$ cat config.mk
export PLATFORM = sky130hd
export DESIGN_NAME = out_fm_fifo_to_ram_flat
export DESIGN_NICKNAME = d
export VERILOG_FILES = /design/src/rtl/out_fm_fifo_to_ram_pkg.sv /design/src/rtl/out_fm_fifo_to_ram_if.sv /design/src/rtl/out_fm_fifo_to_ram_nest3_counter.sv /design/src/rtl/out_fm_fifo_to_ram.sv /design/src/flat_wrapper.sv
export SDC_FILE = /design/constraint.sdc
export NUM_CORES = 1
export LEC_CHECK = 0
export CAP_MARGIN = 5
export CORE_UTILIZATION = 35
export DETAILED_ROUTE_END_ITERATION = 16
export SYNTH_ARGS = -nofsm -noshare
export SYNTH_HDL_FRONTEND = slang
export SYNTH_SLANG_ARGS = --single-unit
$ cat constraint.sdc
create_clock -name clk -period 11.9 [get_ports clk]
set_input_delay 2.975 -clock clk [delete_from_list [all_inputs] [get_ports clk]]
set_output_delay 2.975 -clock clk [all_outputs]
set_load 0.03 [all_outputs]
$ cat src/rtl/out_fm_fifo_to_ram_pkg.sv
// Shared tile geometry defaults and transfer FSM encoding for the out_fm / in_fm movers.
package out_fm_fifo_to_ram_pkg;

  localparam int DEF_M  = 32;
  localparam int DEF_R  = 64;
  localparam int DEF_C  = 32;
  localparam int DEF_TM = 8;
  localparam int DEF_TR = 16;
  localparam int DEF_TC = 8;

  localparam int DEF_TILE_WORDS = DEF_TM * DEF_TR * DEF_TC;

  typedef enum logic [1:0] {
    ST_IDLE  = 2'd0,
    ST_XFER  = 2'd1,
    ST_DRAIN = 2'd2,
    ST_DONE  = 2'd3
  } tile_state_t;

endpackage

$ cat src/rtl/out_fm_fifo_to_ram_if.sv
// FIFO read side and RAM write side of the out_fm drain path.
interface out_fm_fifo_to_ram_if #(
  parameter int AW = 32,
  parameter int DW = 32
) ();

  logic          fifo_pop;
  logic          fifo_empty;
  logic [DW-1:0] data_from_fifo;
  logic          ram_we;
  logic [AW-1:0] ram_addr;
  logic [DW-1:0] data_to_ram;

  modport master (
    output fifo_pop,
    input  fifo_empty,
    input  data_from_fifo,
    output ram_we,
    output ram_addr,
    output data_to_ram
  );

  modport slave (
    input  fifo_pop,
    output fifo_empty,
    output data_from_fifo,
    input  ram_we,
    input  ram_addr,
    input  data_to_ram
  );

endinterface

$ cat src/rtl/out_fm_fifo_to_ram_nest3_counter.sv
// Three nested wrap counters (c0 fastest); 'last' flags the final index of the nest.
module nest3_counter #(
  parameter int CW = 32,
  parameter int N0 = 8,
  parameter int N1 = 16,
  parameter int N2 = 8
) (
  input  logic          clk,
  input  logic          rst,
  input  logic          ena,
  input  logic          clean,
  output logic [CW-1:0] c0,
  output logic [CW-1:0] c1,
  output logic [CW-1:0] c2,
  output logic          last
);

  logic wrap0_s, wrap1_s, wrap2_s;

  assign wrap0_s = (c0 == CW'(N0 - 1));
  assign wrap1_s = (c1 == CW'(N1 - 1));
  assign wrap2_s = (c2 == CW'(N2 - 1));
  assign last    = wrap0_s && wrap1_s && wrap2_s;

  always_ff @(posedge clk) begin
    if (rst || clean) begin
      c0 <= '0;
      c1 <= '0;
      c2 <= '0;
    end else if (ena) begin
      if (wrap0_s) begin
        c0 <= '0;
        if (wrap1_s) begin
          c1 <= '0;
          if (wrap2_s) begin
            c2 <= '0;
          end else begin
            c2 <= c2 + CW'(1);
          end
        end else begin
          c1 <= c1 + CW'(1);
        end
      end else begin
        c0 <= c0 + CW'(1);
      end
    end
  end

endmodule

$ cat src/rtl/out_fm_fifo_to_ram.sv
// Drains one Tm x Tr x Tc output tile from the out_fm FIFO into row-major out_fm RAM.
// Optional build macro OUT_FM_RELU_EN clamps negative words to zero in the write stage.
module out_fm_fifo_to_ram
  import out_fm_fifo_to_ram_pkg::*;
#(
  parameter int CW = 32,
  parameter int AW = 32,
  parameter int DW = 32,
  parameter int M  = DEF_M,
  parameter int R  = DEF_R,
  parameter int C  = DEF_C,
  parameter int Tm = DEF_TM,
  parameter int Tr = DEF_TR,
  parameter int Tc = DEF_TC
) (
  input  logic          clk,
  input  logic          rst,
  input  logic          start,
  output logic          done,
  input  logic          conv_tile_clean,
  input  logic [CW-1:0] tile_base_m,
  input  logic [CW-1:0] tile_base_row,
  input  logic [CW-1:0] tile_base_col,
  out_fm_fifo_to_ram_if.master bus
);

  tile_state_t   state_r, state_s;
  logic [CW-1:0] base_m_r, base_row_r, base_col_r;
  logic [CW-1:0] tc_s, tr_s, tm_s;
  logic [CW:0]   m_idx_s, r_idx_s, c_idx_s;
  logic [AW-1:0] addr_s, addr_r;
  logic [DW-1:0] data_s;
  logic          last_s, pop_s, legal_s, we_r;

  function automatic logic [DW-1:0] write_word(input logic [DW-1:0] w);
`ifdef OUT_FM_RELU_EN
    if (w[DW-1]) begin
      write_word = '0;
    end else begin
      write_word = w;
    end
`else
    write_word = w;
`endif
  endfunction

  nest3_counter #(.CW(CW), .N0(Tc), .N1(Tr), .N2(Tm)) u_cnt (
    .clk   (clk),
    .rst   (rst),
    .ena   (pop_s),
    .clean (conv_tile_clean),
    .c0    (tc_s),
    .c1    (tr_s),
    .c2    (tm_s),
    .last  (last_s)
  );

  always_ff @(posedge clk) begin
    if (rst) begin
      state_r <= ST_IDLE;
    end else begin
      state_r <= state_s;
    end
  end

  // Clean overrides every other transition, including a coincident start.
  always_comb begin
    state_s = state_r;
    if (conv_tile_clean) begin
      state_s = ST_IDLE;
    end else begin
      case (state_r)
        ST_IDLE: begin
          if (start) state_s = ST_XFER;
          else       state_s = ST_IDLE;
        end
        ST_XFER: begin
          if (pop_s && last_s) state_s = ST_DRAIN;
          else                 state_s = ST_XFER;
        end
        ST_DRAIN: state_s = ST_DONE;
        ST_DONE:  state_s = ST_DONE;
        default:  state_s = ST_IDLE;
      endcase
    end
  end

  // Reset gates the pop combinationally so an aborted transfer leaves the FIFO untouched.
  always_comb begin
    pop_s = 1'b0;
    done  = 1'b0;
    if ((state_r == ST_XFER) && !bus.fifo_empty && !rst) begin
      pop_s = 1'b1;
    end else begin
      pop_s = 1'b0;
    end
    if (state_r == ST_DONE) begin
      done = 1'b1;
    end else begin
      done = 1'b0;
    end
  end

  always_ff @(posedge clk) begin
    if (rst) begin
      base_m_r   <= '0;
      base_row_r <= '0;
      base_col_r <= '0;
    end else if ((state_r == ST_IDLE) && start && !conv_tile_clean) begin
      base_m_r   <= tile_base_m;
      base_row_r <= tile_base_row;
      base_col_r <= tile_base_col;
    end
  end

  assign m_idx_s = {1'b0, base_m_r}   + (CW+1)'(tm_s);
  assign r_idx_s = {1'b0, base_row_r} + (CW+1)'(tr_s);
  assign c_idx_s = {1'b0, base_col_r} + (CW+1)'(tc_s);

  assign legal_s = (m_idx_s < (CW+1)'(M)) && (r_idx_s < (CW+1)'(R)) && (c_idx_s < (CW+1)'(C));
  assign addr_s  = AW'(m_idx_s) * AW'(R * C) + AW'(r_idx_s) * AW'(C) + AW'(c_idx_s);

  // Write stage: address and enable follow the pop by one cycle, matching FIFO read latency.
  always_ff @(posedge clk) begin
    if (rst) begin
      we_r   <= 1'b0;
      addr_r <= '0;
    end else begin
      we_r <= pop_s && legal_s;
      if (pop_s) begin
        addr_r <= addr_s;
      end
    end
  end

  always_comb begin
    data_s = '0;
    if (we_r) begin
      data_s = write_word(bus.data_from_fifo);
    end else begin
      data_s = '0;
    end
  end

  assign bus.fifo_pop    = pop_s;
  assign bus.ram_we      = we_r;
  assign bus.ram_addr    = addr_r;
  assign bus.data_to_ram = data_s;

endmodule

$ cat src/flat_wrapper.sv
// flat-port wrapper written by rule: the top's interface ports become plain ports
module out_fm_fifo_to_ram_flat import out_fm_fifo_to_ram_pkg::*;
#(
  parameter int CW = 32,
  parameter int AW = 32,
  parameter int DW = 32,
  parameter int M  = DEF_M,
  parameter int R  = DEF_R,
  parameter int C  = DEF_C,
  parameter int Tm = DEF_TM,
  parameter int Tr = DEF_TR,
  parameter int Tc = DEF_TC
)
  (clk, rst, start, done, conv_tile_clean, tile_base_m, tile_base_row, tile_base_col, bus_fifo_pop, bus_fifo_empty, bus_data_from_fifo, bus_ram_we, bus_ram_addr, bus_data_to_ram);
  out_fm_fifo_to_ram_if #(.AW(AW), .DW(DW)) bus_i ();
  input  logic clk;
  input  logic rst;
  input  logic start;
  output logic done;
  input  logic conv_tile_clean;
  input  logic [CW-1:0] tile_base_m;
  input  logic [CW-1:0] tile_base_row;
  input  logic [CW-1:0] tile_base_col;
  output wire logic [$bits(bus_i.fifo_pop)-1:0] bus_fifo_pop;
  input wire logic [$bits(bus_i.fifo_empty)-1:0] bus_fifo_empty;
  input wire logic [$bits(bus_i.data_from_fifo)-1:0] bus_data_from_fifo;
  output wire logic [$bits(bus_i.ram_we)-1:0] bus_ram_we;
  output wire logic [$bits(bus_i.ram_addr)-1:0] bus_ram_addr;
  output wire logic [$bits(bus_i.data_to_ram)-1:0] bus_data_to_ram;
  assign bus_fifo_pop = bus_i.fifo_pop;
  assign bus_i.fifo_empty = bus_fifo_empty;
  assign bus_i.data_from_fifo = bus_data_from_fifo;
  assign bus_ram_we = bus_i.ram_we;
  assign bus_ram_addr = bus_i.ram_addr;
  assign bus_data_to_ram = bus_i.data_to_ram;
  out_fm_fifo_to_ram #(.CW(CW), .AW(AW), .DW(DW), .M(M), .R(R), .C(C), .Tm(Tm), .Tr(Tr), .Tc(Tc)) u_core (.clk(clk), .rst(rst), .start(start), .done(done), .conv_tile_clean(conv_tile_clean), .tile_base_m(tile_base_m), .tile_base_row(tile_base_row), .tile_base_col(tile_base_col), .bus(bus_i));
endmodule
* Yosys cells after proc, flatten, opt, wreduce, memory -nomap -nowiden *
Index checks and enable logic that the tools add are counted.

word-level totals
  register bits = 227
  input bits = 133
  output and inout bits = 67
  logic and storage cells = 54

operators by class
  add/subtract/negate cells = 8
  magnitude comparators = 3
  eq/ne operators = 6
  mux-type cells = 9
  reductions and logical operators = 19

operator list
  operator                                                                        number
  32-bit two-way mux                                                              4
  32-bit by 32-bit adder with 33-bit output                                       3
  32-bit by 1-bit adder with 32-bit output (second input constant)                3
  33-bit by 6-bit less-than comparator with 1-bit output (second input constant)  2
  32-bit adder                                                                    2
  32-bit by 3-bit equality test with 1-bit output (second input constant)         2
  33-bit by 7-bit less-than comparator with 1-bit output (second input constant)  1
  32-bit by 4-bit equality test with 1-bit output (second input constant)         1
  1-bit logical AND                                                               10
  2-bit case mux with 3 select lines                                              1
  2-bit equality test (second input constant)                                     2
  2-bit OR reduction                                                              2
  1-bit logical NOT                                                               3
  1-bit two-way mux                                                               3
  3-bit AND reduction                                                             1
  2-bit by 1-bit equality test with 1-bit output (second input constant)          1
  2-bit logical NOT                                                               1
  2-bit two-way mux                                                               1
  2-bit AND reduction                                                             1
  1-bit logical OR                                                                1

* Depth between registers and ports, before layout *
  word-level depth = 7
  gate-level depth with buffers = 22
  gate-level depth less buffers = 21

* Modules after synthesis *
A second synthesis with hierarchy kept.

second synthesis, totals
  cell total of the unflattened synthesis = 2178
  area total of the unflattened synthesis = 17075.1 um^2

modules (own cells, without submodules)
  module              times used  cells an instance  area each (um^2)
  out_fm_fifo_to_ram  1           1515               11661.2
  nest3_counter       1           663                5413.9

* Least setup slack after synthesis *
OpenSTA, ideal clock, no wires.

  path type = input to output
  from = input bus_fifo_empty
  to = output bus_fifo_pop
  arrival = 4105 ps
  required time = 8925 ps
  path slack = 4820 ps
  stages = 5
  path buffers = 2
  cell sequence = nor2_1 -> nand3_1 -> inv_2 -> clkbuf_1 -> clkbuf_1

between the ends
  cells in the longest elaborated chain, start to end = 4

RTL lines
  what                             RTL line                  source
  start: declaration               flat_wrapper.sv:25        input wire logic [$bits(bus_i.fifo_empty)-1:0] bus_fifo_empty;
  1-bit logical NOT                out_fm_fifo_to_ram.sv:92  if ((state_r == ST_XFER) && !bus.fifo_empty && !rst) begin
  1-bit logical AND (2 in series)  out_fm_fifo_to_ram.sv:92
  1-bit two-way mux                out_fm_fifo_to_ram.sv:92
  end: declaration                 flat_wrapper.sv:24        output wire logic [$bits(bus_i.fifo_pop)-1:0] bus_fifo_pop;

No other way between the ends.

* Worst setup path after layout *
Same ends and word-level chain as after synthesis.

==> run metrics <==
CP peak stage delay 0.75 ns; starting density of the core 0.358; clock latency of the later-clocked register in the worst-skew pair about 0.57 ns; number of synthesized register bits roughly 230; iteration-0 DRC count of the detailed router between 800 and 900; kind of end point of the critical path output port; layout cells sized above 1 0.0359; final number of setup-violating endpoints 0; fraction of registers with async set/reset 0; Vias per Instance between 5 and 6; clock transition at the register clock pins on the worst setup and hold paths after CTS ~0.060 ns; part of the cycle the worst path needs 0.677; crit path DAT slightly above 5 ns; highest attainable clock frequency 124 MHz; critical path class input pin to output port; power density of the placed cells between 90 and 100 nW/um^2; kind of cell with the highest combined delay on the critical path buffers and inverters; share of the synthesized area in the top cell type 0.284; largest net degree at the start of global routing 97; dpl hpwl 38500 um; setup_tns 0 ns; critical path launch point type input pin; synth unique cells a little under 80; global-route wire length before repair about 76000 um; endpoint required time on the critical path 8.93 ns; worst-case clock skew ~0.012 ns; number of nets still failing antenna checks after routing 0; max cap viols 0; Post-synth EDFFs 0; total wire length after detailed routing 48500 um; number of H-tree branching levels 1; synthesis-to-layout area growth 21.3%; worst slew pin tran around 1.1 ns; outcome complete, no violations; total power of the final layout ~1.9 mW; Total GRT Usage 0.203; CP Cell Sequence clkdlybuf4s50_1 -> nor2_1 -> nand3_2 -> buf_4 -> inv_2 -> clkdlybuf4s50_1; count of hold-fix buffers inserted at cts 0; Peak VDD IR just under 90 uV; register area 4540 um^2; post-synth top area cell sky130_fd_sc_hd__dfxtp_1; IO Count 200; top library cells by usage in the layout, fill and taps aside sky130_fd_sc_hd__nand2_1 (310), sky130_fd_sc_hd__dfxtp_1 (227), sky130_fd_sc_hd__a21oi_1 (221); DRT Pass-1 Iters 5; antenna violations before repair 0; Top cell by count, worst path sky130_fd_sc_hd__clkdlybuf4s50_1; final RePlAce weighted congestion just over 0.9; clock tree from TritonCTS done; master of the slowest instance on the critical path sky130_fd_sc_hd__clkdlybuf4s50_1; number of buffers and inverters on the critical path 4; Area contributors post-synth sky130_fd_sc_hd__dfxtp_1 (28%), sky130_fd_sc_hd__ha_1 (10%), sky130_fd_sc_hd__nand2_1 (7.3%); Resized cells post-CTS 0; Hold Path Class flop to flop; footprint of the multi-input gates 10900 um^2; nets in the synthesized netlist ~2300; # port buffers slightly below 200; final-report hold violation count 0; overall via count from detail_route between 10000 and 15000; Crit Path Max Fanout 52; core region area 44600 um^2; die width 216 um; Congestion Overflow GR 0; worst max-slew margin expressed relative to the limit 0.246; number of max-slew violations in the final report 0; postcts setup bufs 0; final critical path time including I/O delays and setup roughly 8.1 ns; vertical die dimension between 200 and 250 um; Filler cells between 4000 and 5000; die area 46500 um^2; synthesized area per cell between 7 and 8 um^2; clk sink count approximately 230; share of the yosys chip area belonging to registers 0.284; unrepaired setup endpoints after global routing false; num rows 77; Post-Syn Area ~16000 um^2; Post-layout nets around 2500; Residual DRC 0; number of buffers on the longest clock path 3; antenna cells 0; warning count from the yosys run 0; most instantiated flip-flop cell in the synthesis netlist sky130_fd_sc_hd__dfxtp_1; Syn Inst Count between 2000 and 2500; most frequent standard cell in the layout excluding fill and tap cells sky130_fd_sc_hd__nand2_1; number of clock buffers inserted by TritonCTS 26; average wire per standard cell between 15 and 20 um; number of global-route vias before repair between 10000 and 15000; clock tree root driver cell sky130_fd_sc_hd__clkbuf_16; Lkg Pwr approximately 7.7 nW
==> cell usage after synthesis, types with 6 or more instances <==
| cell | instances |
|---|---|
| sky130_fd_sc_hd__nor3_1 | 37 |
| sky130_fd_sc_hd__and4_1 | 8 |
| sky130_fd_sc_hd__dfxtp_1 | 227 |
| sky130_fd_sc_hd__buf_1 | 9 |
| sky130_fd_sc_hd__and3_1 | 28 |
| sky130_fd_sc_hd__o31ai_1 | 10 |
| sky130_fd_sc_hd__nor3b_1 | 6 |
| sky130_fd_sc_hd__nand3b_1 | 25 |
| sky130_fd_sc_hd__o21bai_1 | 12 |
| sky130_fd_sc_hd__nand2_1 | 310 |
| sky130_fd_sc_hd__nand3_1 | 49 |
| sky130_fd_sc_hd__ha_1 | 131 |
| sky130_fd_sc_hd__a21oi_1 | 221 |
| sky130_fd_sc_hd__a31oi_1 | 6 |
| sky130_fd_sc_hd__nand4_1 | 38 |
| sky130_fd_sc_hd__o2111ai_1 | 7 |
| sky130_fd_sc_hd__xor2_1 | 100 |
| sky130_fd_sc_hd__or4_1 | 6 |
| sky130_fd_sc_hd__xnor2_1 | 82 |
| sky130_fd_sc_hd__mux2i_1 | 6 |
| sky130_fd_sc_hd__nand2b_1 | 20 |
| sky130_fd_sc_hd__a311oi_1 | 6 |
| sky130_fd_sc_hd__o211ai_1 | 11 |
| sky130_fd_sc_hd__or3_1 | 18 |
| sky130_fd_sc_hd__and2_1 | 39 |
| sky130_fd_sc_hd__nor2b_1 | 13 |
| sky130_fd_sc_hd__fa_1 | 23 |
| sky130_fd_sc_hd__a211oi_1 | 20 |
| sky130_fd_sc_hd__inv_1 | 72 |
| sky130_fd_sc_hd__nor2_1 | 161 |
| sky130_fd_sc_hd__clkbuf_1 | 61 |
| sky130_fd_sc_hd__o21ai_0 | 99 |
| sky130_fd_sc_hd__o21a_1 | 15 |
| sky130_fd_sc_hd__a21o_1 | 43 |
| sky130_fd_sc_hd__nor4_1 | 28 |
==> sequential cells by signal, summed over array words and instances (netlist names), 2 cells and up <==
register	flops
u_core.base_m_r	32
u_core.u_cnt.c2	32
u_core.u_cnt.c0	32
u_core.bus.ram_addr	32
u_core.state_r	2
u_core.base_row_r	32
u_core.base_col_r	32
u_core.u_cnt.c1	32
==> area by class of cell <==
cell class,count,share of cell area
Sequential cell,227,0.234
Clock buffer,32,0.0368
Inverter,73,0.0141
Multi-Input combinational cell,1675,0.563
Tap cell,592,0.0382
Timing Repair Buffer,204,0.105
Clock inverter,16,0.00923
==> cells by family (layout without fill, tap and decap cells) <==
kind of cell	Yosys count	count (layout)	share of synthesized area
compound gates	513	513	0.195
xor+xnor	182	182	0.0997
fa+ha+maj	154	154	0.131
buf+inv	145	325	0.0342
flops	227	227	0.284
mux	7	7	0.00446
simple gates	819	819	0.251
==> final timing paths <==
check | depth (start not counted) | slack [ns] | startpoint | to
hold reg to reg | 2 | 0.46 | u_core.base_row_r[3] | u_core.base_row_r[3]
hold / removal | 2 | 0.46 | u_core.base_row_r[3] | u_core.base_row_r[3]
setup / recovery | 6 | 3.84 | bus_fifo_empty | bus_fifo_pop
setup reg to reg | 21 | 6.10 | u_core.base_row_r[0] | u_core.bus.ram_addr[30]
==> tightest hold or removal path, stage by stage, from the launching register on <==
cell                      delay, ns
sky130_fd_sc_hd__dfxtp_1       0.32
sky130_fd_sc_hd__nand2_1       0.05
sky130_fd_sc_hd__a21oi_1       0.05
==> layer usage <==
layer / up-vias / global-route usage / part of all wire
li1: 7559 / - / -
met1: 7030 / 0.273 / 0.47
met2: 338 / 0.337 / 0.45
met3: 63 / 0.0269 / 0.044
met4: 0 / 0.0577 / 0.029
met5: - / 0 / 0
==> metrics by stage <==
step / instance area, um^2 / instances / worst slack, ns / hold WS [ns] / util
after floorplan: 16000 / 2047 / 4.82 / 0.440 / -
after global placement: 18500 / 2771 / 3.79 / 0.457 / 0.415
after detailed placement: 18500 / 2771 / 3.79 / 0.457 / 0.415
after CTS: 19400 / 2819 / 3.79 / 0.466 / 0.435
after global routing: 19400 / 2819 / 3.68 / 0.493 / 0.435
final: 19400 / 2819 / 3.84 / 0.464 / 0.435
==> power breakdown <==
part           internal (mW)  switching, mW  total, mW
Combinational          0.106          0.129      0.234
Sequential             0.777         0.0154      0.793
Clock                  0.493          0.347      0.840
Total                   1.38          0.492       1.87
No activity file was read; power rests on OpenSTA's default activity.
